`src/rtl/edge_sync_pkg.sv`:
```
// Shared types and constants for the multi-channel edge synchroniser.
// Optional glitch filter is enabled by defining EDGE_SYNC_FILTER_EN.
package edge_sync_pkg;

   typedef enum logic [1:0] {
      EDGE_OFF  = 2'b00,
      EDGE_RISE = 2'b01,
      EDGE_FALL = 2'b10,
      EDGE_BOTH = 2'b11
   } edge_mode_e;

   localparam int unsigned CNT_W             = 8;
   localparam int unsigned CNT_MAX           = 255;
   localparam int unsigned FILT_W            = 8;
   localparam int unsigned DEF_CHANNELS      = 4;
   localparam int unsigned DEF_SYNC_STAGES   = 2;
   localparam int unsigned DEF_FILTER_CYCLES = 4;

   // True when the cur/prev level pair is an edge selected by mode.
   function automatic logic edge_hit(input edge_mode_e mode, input logic cur, input logic prev);
      logic hit;
      hit = 1'b0;
      case (mode)
         EDGE_RISE: hit = cur & ~prev;
         EDGE_FALL: hit = ~cur & prev;
         EDGE_BOTH: hit = cur ^ prev;
         default:   hit = 1'b0;
      endcase
      return hit;
   endfunction

endpackage

```
`src/rtl/edge_sync_chan.sv`:
```
// One channel: synchroniser chain, optional glitch filter, edge detector.
// The glitch filter is present only when EDGE_SYNC_FILTER_EN is defined.
module edge_sync_chan
   import edge_sync_pkg::*;
#(
   parameter int unsigned SYNC_STAGES = DEF_SYNC_STAGES
`ifdef EDGE_SYNC_FILTER_EN
   ,
   parameter int unsigned FILTER_CYCLES = DEF_FILTER_CYCLES
`endif
) (
   input  logic       clk,
   input  logic       rst_n,
   input  logic       slow,
   input  logic [1:0] mode,
   input  logic       armed,
   output logic       level,
   output logic       pulse
);

   logic [SYNC_STAGES-1:0] sync_q;
   logic [SYNC_STAGES-1:0] sync_d;
   logic                   sync_s;
   logic                   level_s;
   logic                   prev_q;
   logic                   prev_d;
   logic                   pulse_q;
   logic                   pulse_d;

   // Shift the asynchronous level into the synchroniser chain.
   always_comb begin
      sync_d = {sync_q[SYNC_STAGES-2:0], slow};
   end

   assign sync_s = sync_q[SYNC_STAGES-1];

`ifdef EDGE_SYNC_FILTER_EN
   logic [FILT_W-1:0] fcnt_q;
   logic [FILT_W-1:0] fcnt_d;
   logic              level_q;
   logic              level_d;

   // Accept a new level only after it has persisted for FILTER_CYCLES edges.
   always_comb begin
      fcnt_d  = '0;
      level_d = level_q;
      if (sync_s != level_q) begin
         if (fcnt_q == FILT_W'(FILTER_CYCLES - 1)) begin
            level_d = sync_s;
            fcnt_d  = '0;
         end else begin
            fcnt_d = fcnt_q + FILT_W'(1);
         end
      end
   end

   // Filter state registers.
   always_ff @(posedge clk) begin
      if (!rst_n) begin
         fcnt_q  <= '0;
         level_q <= 1'b0;
      end else begin
         fcnt_q  <= fcnt_d;
         level_q <= level_d;
      end
   end

   assign level_s = level_q;
`else
   assign level_s = sync_s;
`endif

   // Edge detection against the previous level; suppressed until warmed up.
   always_comb begin
      prev_d  = level_s;
      pulse_d = armed & edge_hit(edge_mode_e'(mode), level_s, prev_q);
   end

   // Synchroniser, history and strobe registers.
   always_ff @(posedge clk) begin
      if (!rst_n) begin
         sync_q  <= '0;
         prev_q  <= 1'b0;
         pulse_q <= 1'b0;
      end else begin
         sync_q  <= sync_d;
         prev_q  <= prev_d;
         pulse_q <= pulse_d;
      end
   end

   assign level = level_s;
   assign pulse = pulse_q;

endmodule

```
`src/rtl/edge_sync_multi.sv`:
```
// Multi-channel asynchronous level synchroniser with per-channel edge strobes,
// post-reset warm-up and a saturating event counter.
// Define EDGE_SYNC_FILTER_EN to add a per-channel glitch filter.
module edge_sync_multi
   import edge_sync_pkg::*;
#(
   parameter int unsigned CHANNELS      = DEF_CHANNELS,
   parameter int unsigned SYNC_STAGES   = DEF_SYNC_STAGES,
   parameter int unsigned FILTER_CYCLES = DEF_FILTER_CYCLES
) (
   input  logic                  FAST,
   input  logic                  RST_N,
   input  logic [CHANNELS-1:0]   SLOW,
   input  logic [2*CHANNELS-1:0] MODE,
   input  logic                  CLR,
   output logic [CHANNELS-1:0]   LEVEL,
   output logic [CHANNELS-1:0]   PULSE,
   output logic                  ARMED,
   output logic [CNT_W-1:0]      EVENT_CNT
);

`ifdef EDGE_SYNC_FILTER_EN
   localparam bit FILT_ON = 1'b1;
`else
   localparam bit FILT_ON = 1'b0;
`endif

   // Warm-up covers the time for a level held across reset to reach the detector.
   localparam int unsigned ARM_CYCLES = SYNC_STAGES + 1 + (FILT_ON ? FILTER_CYCLES : 0);
   localparam int unsigned ARM_W      = $clog2(ARM_CYCLES + 1);
   localparam int unsigned SUM_W      = CNT_W + 1;

   logic [ARM_W-1:0]    arm_cnt_q;
   logic [ARM_W-1:0]    arm_cnt_d;
   logic                armed_q;
   logic                armed_d;
   logic [CNT_W-1:0]    event_cnt_q;
   logic [CNT_W-1:0]    event_cnt_d;
   logic [SUM_W-1:0]    sum;
   logic [CHANNELS-1:0] pulse_w;

   // Per-channel synchroniser and edge detector.
   for (genvar g = 0; g < CHANNELS; g++) begin : g_chan
      edge_sync_chan #(
         .SYNC_STAGES   (SYNC_STAGES)
`ifdef EDGE_SYNC_FILTER_EN
         ,
         .FILTER_CYCLES (FILTER_CYCLES)
`endif
      ) u_chan (
         .clk   (FAST),
         .rst_n (RST_N),
         .slow  (SLOW[g]),
         .mode  (MODE[2*g +: 2]),
         .armed (armed_q),
         .level (LEVEL[g]),
         .pulse (pulse_w[g])
      );
   end

   // Count edges after reset release, then hold ARMED until the next reset.
   always_comb begin
      arm_cnt_d = arm_cnt_q;
      armed_d   = armed_q;
      if (!armed_q) begin
         if (arm_cnt_q == ARM_W'(ARM_CYCLES - 1)) begin
            armed_d = 1'b1;
         end else begin
            arm_cnt_d = arm_cnt_q + ARM_W'(1);
         end
      end
   end

   // Accumulate strobes with saturation; CLR overrides same-cycle strobes.
   always_comb begin
      sum = SUM_W'(event_cnt_q);
      for (int unsigned i = 0; i < CHANNELS; i++) begin
         sum = sum + SUM_W'(pulse_w[i]);
      end
      event_cnt_d = event_cnt_q;
      if (CLR) begin
         event_cnt_d = '0;
      end else if (armed_q) begin
         event_cnt_d = (sum > SUM_W'(CNT_MAX)) ? CNT_W'(CNT_MAX) : sum[CNT_W-1:0];
      end
   end

   // Warm-up and event counter registers.
   always_ff @(posedge FAST) begin
      if (!RST_N) begin
         arm_cnt_q   <= '0;
         armed_q     <= 1'b0;
         event_cnt_q <= '0;
      end else begin
         arm_cnt_q   <= arm_cnt_d;
         armed_q     <= armed_d;
         event_cnt_q <= event_cnt_d;
      end
   end

   assign PULSE     = pulse_w;
   assign ARMED     = armed_q;
   assign EVENT_CNT = event_cnt_q;

endmodule

```
`config.mk`:
```
export PLATFORM = sky130hd
export DESIGN_NAME = edge_sync_multi
export DESIGN_NICKNAME = d
export VERILOG_FILES = /design/src/rtl/edge_sync_pkg.sv /design/src/rtl/edge_sync_chan.sv /design/src/rtl/edge_sync_multi.sv
export SDC_FILE = /design/constraint.sdc
export NUM_CORES = 1
export LEC_CHECK = 0
export CORE_ASPECT_RATIO = 1.25
export CORE_MARGIN = 3
export CORE_UTILIZATION = 43
export CTS_CLUSTER_SIZE = 20
export DETAILED_ROUTE_END_ITERATION = 7
export GPL_ROUTABILITY_DRIVEN = 1
export PLACE_DENSITY_LB_ADDON = 0.25
export SETUP_SLACK_MARGIN = 0.2
export SLEW_MARGIN = 20
export SYNTH_ARGS = -nofsm -noshare
export SYNTH_HDL_FRONTEND = slang
export SYNTH_HIERARCHICAL = 1
export SYNTH_SLANG_ARGS = --single-unit
```
`constraint.sdc`:
```
create_clock -name FAST -period 1.9 [get_ports FAST]
set_input_delay 0.57 -clock FAST [delete_from_list [all_inputs] [get_ports FAST]]
set_output_delay 0.57 -clock FAST [all_outputs]
set_load 0.02 [all_outputs]
```
==> summary by stage, run 1 <==
Run status
The flow ran to the end, but the final reports show violations. The final reports fail on negative setup slack.

Route
In the routed layout, each cell is associated on average with a via count of 5.215. Once detail routing completed, the nets flagged for antenna violations numbered 0. The total via count after detailed routing is about 1,100. The detailed router's first-iteration violation count is 13. The total wire length is 2.714 mm. For this run, design rule violations remaining after detail routing come to 0. For this run, the detailed router's first-pass iteration total came to 4. The average wire per cell in the routed design is about 13 um.

STA
The number of pins with negative max-slew slack in the final report is 0. Setup repair after global routing could not meet its margin everywhere. The count of endpoints failing setup in the final report is 8. The number of hold violations in the final report is 0. The relative slew slack is approximately 80%. The clock tree skew after final layout is ~8.9 ps. The final critical-path setup slack is -220.2 ps. Static timing analysis puts the maximum clock frequency at 0.4716 GHz.

At the pin with the least slew margin, the transition time is 295.6 ps. The final period utilization is 111.6%. The minimum period implied by the final worst setup slack is 2120 ps. After routing, the total negative slack on setup checks comes to -1499 ps.

Yosys
The number of different library cells used by synthesis comes to 30. The synthesized instance count is 131. A synthesized cell averages 9.866 um^2.

Counting flops and latches in the post-synthesis netlist gives 27. The mapped cell area is 1292 um^2. The number of warnings issued by yosys is 6. When the netlist entered floorplanning its net count stood at 159.

Sequential elements use 41.82% of the synthesized area.

Global route
The number of global-route vias before repair is between 1,000 and 1,500. The first global-routing pass estimated between 4 and 5 mm of wire. Entering global routing, the biggest net connects 16 pins. In the global route stage, overall resource usage came out at 16.90%. After global routing the overflow that remains totals 0.

The number of antenna violations at the first check in global routing is 0.

Setup path
The flop-to-flop setup slack is -220 ps. The type of the worst setup path is flop to flop. The beginning of the critical path is g_chan[3].u_chan/pulse.

Of all nets on the critical path, the largest fanout is 5. The arrival time of data at the critical path endpoint is around 2400 ps. The critical path startpoint category is a flop. The endpoint identified for the worst register-to-register timing path is EVENT_CNT[7]. The category of the worst setup path capture point is a flop.

The startpoint identified for the worst register-to-register timing path is g_chan[3].u_chan/pulse. The critical path data required time is 2150 ps. For the worst flop-to-flop path, the logic depth is 8.

CTS
CTS placed an instance of sky130_fd_sc_hd__clkbuf_4 at the clock tree root. At the later pin of the worst-skew pair, clock insertion delay measures 330 ps. The clock tree from TritonCTS is built. The clock net sink count is 27.

TritonCTS created 3 clock buffers. In this run the number of H-tree levels came out at 1. The maximum buffer depth of the clock tree is 2. The clock-pin slew on the worst setup and hold paths is about 150 ps.

Min path
The worst min-delay path startpoint is g_chan[3].u_chan/sync_q[0]. The class of the tightest hold or removal check is flop to flop. The end point of the most critical hold path is g_chan[3].u_chan/sync_q[1]. The number of cells on the worst hold path is 1.

Floorplan
The placeable core region is 2785 um^2. The initial cell density of the core is 46.41%. The die area is 3704 um^2. The number of placed I/O pins is 32. The number of rows created at floorplan is 21. The die is 55.04 um wide. The die boundary height is 67.30 um.

Pwr
The worst vdd rail ir drop is 0.0005460 V. Summed over all cells, the static leakage comes to slightly below 0.8 nW. The total power divided by cell area is between 600 and 700 nW/um^2.

Placed design
The post-placement setup slack is -223.7 ps. Buffers placed on the I/O ports in this run total 31. The detailed placement HPWL is 2.099 mm. Routability-driven placement finished with a final weighted congestion of 0.9522.

Layout
The filler cell count in the final layout is 268. The leading cell type in the layout, fill and taps excluded is sky130_fd_sc_hd__dfxtp_1. The net count of the finished layout is just over 200.

Compared with the post-synthesis result, the final layout area differs by 36.21%. The multi-input combinational cells in the finished layout cover a total of 716.9 um^2. The layout cell share with drive strength beyond 1 is 21.71%.

The library cells used most frequently in the layout, excluding fill and tap cells, are sky130_fd_sc_hd__dfxtp_1 (24), sky130_fd_sc_hd__clkdlybuf4s50_1 (14), sky130_fd_sc_hd__inv_1 (13), sky130_fd_sc_hd__and2_1 (13), sky130_fd_sc_hd__buf_4 (11). The sequential standard cell area is 546.8 um^2. The number of antenna diodes in the final layout is 0.

Flow run
Across the run, the number of max-cap violations was 0.
[layout make-up]
class,count,share of cell area (%)
clock inverter,1,0.2843
timing repair buffer,43,21.04
inverter,15,3.198
clock buffer,3,1.279
sequential,27,31.06
tap,34,2.416
multi-input combinational,86,40.72
[report_power, final]
part	internal (W)	total (W)	switching (W)
Clock	0.0000791	0.000252	0.000173
Sequential	0.000607	0.000626	0.0000189
Combinational	0.000123	0.000261	0.000137
[synthesized netlist by cell type]
cell type,count,area [um^2]
sky130_fd_sc_hd__and4_2,1,10.01
sky130_fd_sc_hd__o211a_1,2,20.02
sky130_fd_sc_hd__and2_1,14,87.58
sky130_fd_sc_hd__inv_1,15,56.30
sky130_fd_sc_hd__and4b_1,1,10.01
sky130_fd_sc_hd__nand4_1,1,6.260
sky130_fd_sc_hd__a41oi_1,1,8.760
sky130_fd_sc_hd__nand2b_1,8,50.05
sky130_fd_sc_hd__nor3_1,2,10.01
sky130_fd_sc_hd__ha_1,10,125.1
sky130_fd_sc_hd__fa_1,3,60.06
sky130_fd_sc_hd__dfxtp_1,27,540.5
sky130_fd_sc_hd__nand3_1,6,30.03
sky130_fd_sc_hd__xnor2_1,1,8.760
sky130_fd_sc_hd__buf_6,2,22.52
sky130_fd_sc_hd__nor3b_1,1,7.510
sky130_fd_sc_hd__a21oi_1,8,40.04
sky130_fd_sc_hd__mux2i_1,1,10.01
sky130_fd_sc_hd__and4_1,2,17.52
sky130_fd_sc_hd__o21a_1,1,7.510
sky130_fd_sc_hd__o2111ai_1,3,26.28
sky130_fd_sc_hd__a221oi_2,1,15.01
sky130_fd_sc_hd__nand2_1,7,26.28
sky130_fd_sc_hd__clkbuf_1,1,3.750
sky130_fd_sc_hd__o2111a_1,2,22.52
sky130_fd_sc_hd__nor2_1,1,3.750
sky130_fd_sc_hd__o21ai_0,1,5.000
sky130_fd_sc_hd__o211ai_1,1,7.510
sky130_fd_sc_hd__a311oi_1,4,35.03
sky130_fd_sc_hd__nor2b_1,3,18.77
[metrics by stage]
step | total power (W) | std cells | util [%] | instance area, um^2 | hold slack [ps]
2_1_floorplan | 0.0008039 | 131 | - | 1320 | 411.8
3_3_place_gp | 0.0008938 | 202 | 61.55 | 1714 | 416.3
5_1_grt | 0.001225 | 209 | 63.21 | 1760 | 461.0
4_1_cts | 0.001159 | 208 | 63.03 | 1755 | 451.0
6_report | 0.001139 | 209 | 63.21 | 1760 | 444.1
3_5_place_dp | 0.0009136 | 202 | 61.55 | 1714 | 419.6
[worst max-delay path by stage]
stage	end	slack, ps	depth (start not counted)
finish	EVENT_CNT[7]	-220	8
CTS	EVENT_CNT[7]	-210	8
global placement	EVENT_CNT[4]	-190	8
global route	EVENT_CNT[7]	-370	8
detailed placement	EVENT_CNT[7]	-220	8
floorplan	EVENT_CNT[4]	-200	8
[worst max-delay path, cell delays in order (launching register included)]
cell and delay, ps:
sky130_fd_sc_hd__dfxtp_2 360, sky130_fd_sc_hd__fa_1 540, sky130_fd_sc_hd__inv_2 40, sky130_fd_sc_hd__fa_2 340
sky130_fd_sc_hd__inv_2 60, sky130_fd_sc_hd__fa_2 240, sky130_fd_sc_hd__nand3_2 90, sky130_fd_sc_hd__nor2b_4 130
sky130_fd_sc_hd__a221oi_2 230
[sequential cells by signal (all words and copies together) (netlist names)]
register,cells
ARMED,1
EVENT_CNT,8
arm_cnt_q,2
g_chan.u_chan/prev_q,4
g_chan.u_chan/pulse,4
g_chan.u_chan/sync_q,8
[metal layers]
layer	up-vias	wire length [um]	track usage (%)	share of wire, %
li1	543	-	-	-
met1	514	1107	20.66	41
met2	30	1421	28.11	52
met3	3	154	3.091	5.7
met4	0	31	7.599	1.1
met5	-	0	0	0
[timing repair]
action,CTS,global route
endpoints found under the setup margin,25,16
hold endpoints to repair,0,0
gates resized for setup,21,15
pin swaps,13,3
hold buffers,0,0
setup buffers,2,1
[cell families after synthesis]
logic type / share of synthesized area (%)
buf+inv: 6.388
simple gates: 21.49
compound gates: 14.52
fa+ha+maj: 14.33
flops: 41.82
mux: 0.7745
xor+xnor: 0.6778
(Power assumes the default switching activity.)
==> run 2: changes to the inputs <==
--- a/config.mk
+++ b/config.mk
@@ -5,7 +5,7 @@
 export SDC_FILE = /design/constraint.sdc
 export NUM_CORES = 1
 export LEC_CHECK = 0
-export CORE_ASPECT_RATIO = 1.25
+export CORE_ASPECT_RATIO = 0.6
 export CORE_MARGIN = 3
 export CORE_UTILIZATION = 43
 export CTS_CLUSTER_SIZE = 20
==> run 2 against run 1 <==
  * The flow still finishes with violations (negative setup slack)
  * Worst hold slack got worse by 2.7 ps
  * First-iteration DRC count rose by 150%
  * Combinational power barely moved
  * Largest power group unchanged
  * Clock power rose by 32%
  * Critical path type unchanged
  * Sequential cell count unchanged
  * Utilization grew 1.9 points
  * Total power increased by 6.9%
==> summary by stage, run 2 (synthesis results as in run 1) <==
Route
The number of optimization iterations in the first detailed-route pass is 4. The total wire length is 2.878 mm. The total via count after detailed routing is between 1,000 and 1,500.

The detail route stage leaves a number of antenna-violating nets equal to 0. The via count normalized by instance count is 5.200. In the routed design, unresolved DRC markers number 0. The detailed router's first-iteration violation count is 32.

The average wire per cell in the routed design is ~14 um.

Floorplan
The die covers around 3700 um^2. After floorplanning, the core was sized to cover 2680 um^2. 32 I/O pins were placed. The initial cell density of the core is 48.23%. After floorplanning, the core was divided into 14 placement rows. The die boundary height is just under 50 um. The floorplan die width is 76.78 um.

Setup path
The slowest stage of the critical path is the sky130_fd_sc_hd__fa_1 cell. The arrival time of data at the critical path endpoint is 2300 ps. In this design, the largest share of critical-path delay is due to adder cells. The number of cell instances on the worst register-to-register path is 8. The flop-to-flop setup slack is -220 ps. The signal on the critical path passes through fa_1 -> inv_1 -> fa_2 -> inv_2 -> fa_2 -> and4_4 -> nand3_2 -> o2111a_1. In this run the worst path has a maximum fanout of 5. The total buffers and inverters traversed by the critical path is 2. By instance count, the cell type seen most on the critical path is sky130_fd_sc_hd__fa_2. STA classifies the critical path endpoint as a flop. The type of the worst setup path is flop to flop. The critical path startpoint category is a flop. The terminus of the critical flop-to-flop path is EVENT_CNT[4]. The critical path data required time is around 2100 ps. The launching point of the worst reg2reg path is g_chan[3].u_chan/pulse.

For this run, the slowest stage of the critical path takes between 500 and 600 ps.

STA
The count of endpoints failing setup in the final report is 8. On the final layout, the worst clock skew is 4.795 ps. After layout, the minimum clock period comes to 2121 ps. Static timing analysis puts the maximum clock frequency at 0.4716 GHz. Setup repair after global routing could not meet its margin everywhere. The number of hold violations in the final report was 0. The final critical-path setup slack is -220.6 ps.

The final period utilization is 111.6%. The slew of the pin with the lowest slew margin is around 310 ps. Measured against its own limit, the worst slew margin works out to between 70% and 80%.

The tightest hold margin is about 440 ps. The number of pins with negative max-slew slack in the final report is 0.

Pwr
Of the total power, registers draw about half. VDD sags by at most approximately 0.00054 V. The share of total power in combinational logic is a little over a fifth. The clock network accounts for a little over a quarter of the total power. The internal power summed over all cells is 0.0008779 W. For this design the total switching power over the nets is between 0.0003 and 0.0004 W. The static leakage is 0.7676 nW. Net switching is 27.87% of the power.

Power spread over the standard cell area amounts to 697.8 nW/um^2.

CTS
The longest clock path from root to sink contains 2 buffers. Buffers inserted during clock tree synthesis total 3. The root buffer selected by CTS is sky130_fd_sc_hd__clkbuf_8. For the worst-skew pair, the clock arrives at the later sink with an insertion delay of 280 ps. The clock-pin slew on the worst setup and hold paths is 90 ps.

The clock tree from TritonCTS is built. Once the clock tree was built, the setup fixing pass inserted 0 buffers. In this run the number of H-tree levels came out at 1.

The clock net sink count is 27. The number of buffers added to fix hold violations after cts is 0.

Layout
The growth of design area from synthesis to finish is 34.95%. The layout cell share with drive strength beyond 1 is 14.71%. The core utilization of the finished layout is 65.08%.

After the last flow step, the layout net total stands at 199. The library cells used most frequently in the layout, excluding fill and tap cells, are sky130_fd_sc_hd__dfxtp_1 (23), sky130_fd_sc_hd__dlygate4sd2_1 (17), sky130_fd_sc_hd__inv_1 (14), sky130_fd_sc_hd__clkdlybuf4s50_1 (14), sky130_fd_sc_hd__and2_1 (13). The leading cell type in the layout, fill and taps excluded is sky130_fd_sc_hd__dfxtp_1. The number of antenna diodes in the final layout is 0.

Min path
The tightest min-delay check is of the flop to flop type. The number of cells on the worst hold path is 1. The worst min-delay path startpoint is g_chan[3].u_chan/sync_q[0]. The worst hold path terminates at g_chan[3].u_chan/sync_q[1].

Placed design
The post-placement setup slack is -241.8 ps. After legalization and detailed placement, the total HPWL measured around 2.1 mm. At the end of routability-driven placement, the weighted congestion stood at 0.7443.

The quantity of I/O buffers inserted on ports is 31.

Global route
The number of global-route vias before repair is 1,051. The combined global-route utilization of all metal layers is 16.21%. The largest net degree at the start of global routing is 17.

The first global-routing pass estimated just under 5 mm of wire. The number of antenna violations at the first check in global routing is 0. The remaining global-route overflow is 0.

Flow run
The max-capacitance violation count is 0.

Run status
The final reports fail on negative setup slack. The flow ran to the end, but the final reports show violations.
-- run 2: changes by cell type in the layout (fill, tap and decap cells not counted), moves of 2 or more --
cell,before,now
sky130_fd_sc_hd__clkbuf_8,0,3
sky130_fd_sc_hd__clkbuf_2,5,0
sky130_fd_sc_hd__dlygate4sd2_1,9,17
sky130_fd_sc_hd__clkbuf_4,3,0
sky130_fd_sc_hd__buf_4,11,7
sky130_fd_sc_hd__clkdlybuf4s15_1,2,0
-- run 2: area by class of cell --
type	instances	area (um^2)
tap	40	50.05
clock inverter	1	6.256
sequential	27	548.0
timing repair buffer	38	341.6
clock buffer	3	41.29
inverter	15	56.30
fill	229	935.9
multi-input combinational	86	700.7
-- run 2: layer usage --
metal	up-vias	global-route usage, %	wire length [um]
met2	37	27.31	1316
li1	529	-	-
met3	11	5.556	199
met4	0	6.325	72
met5	-	0	0
met1	515	19.08	1290
-- run 2: power groups by stage --
stage	clock, W	combinational, W	sequential, W
after floorplan	0	0.000143	0.000661
after global placement	0	0.000256	0.000638
after detailed placement	0	0.000268	0.000640
after CTS	0.000345	0.000260	0.000626
after global routing	0.000372	0.000286	0.000631
final	0.000333	0.000259	0.000625
-- run 2: worst max path at each step --
stage	slack, ps	start	depth (start not counted)	to
4_1_cts	-200	g_chan[3].u_chan/pulse	8	EVENT_CNT[4]
3_3_place_gp	-190	g_chan[3].u_chan/pulse	8	EVENT_CNT[6]
3_5_place_dp	-240	g_chan[3].u_chan/pulse	8	EVENT_CNT[7]
2_1_floorplan	-200	g_chan[3].u_chan/pulse	8	EVENT_CNT[4]
5_1_grt	-290	g_chan[3].u_chan/pulse	8	EVENT_CNT[0]
6_report	-220	g_chan[3].u_chan/pulse	8	EVENT_CNT[4]
-- run 2: what timing repair did --
action,4_1_cts,5_1_grt
gates resized for setup,19,1
endpoints found under the setup margin,25,10
pin swaps,9,0
-- run 2: per-stage QoR --
stage	power [W]	TNS [ps]	cells	cell area [um^2]
after global placement	0.0008930	-1194	206	1707
after detailed placement	0.0009085	-1547	206	1707
after floorplan	0.0008039	-1177	131	1320
after CTS	0.001231	-1271	210	1743
after global routing	0.001288	-1995	210	1744
final	0.001217	-1310	210	1744
-- run 2: worst register-to-register path, delay by kind of cell, from the launching register on --
kind	cells	cell delay, ps
flip-flops	1	340
adder cells (fa/ha/maj)	3	1120
AO/OA/AOI/OAI	1	130
buffers and inverters	2	110
AND/OR/NAND/NOR	2	320
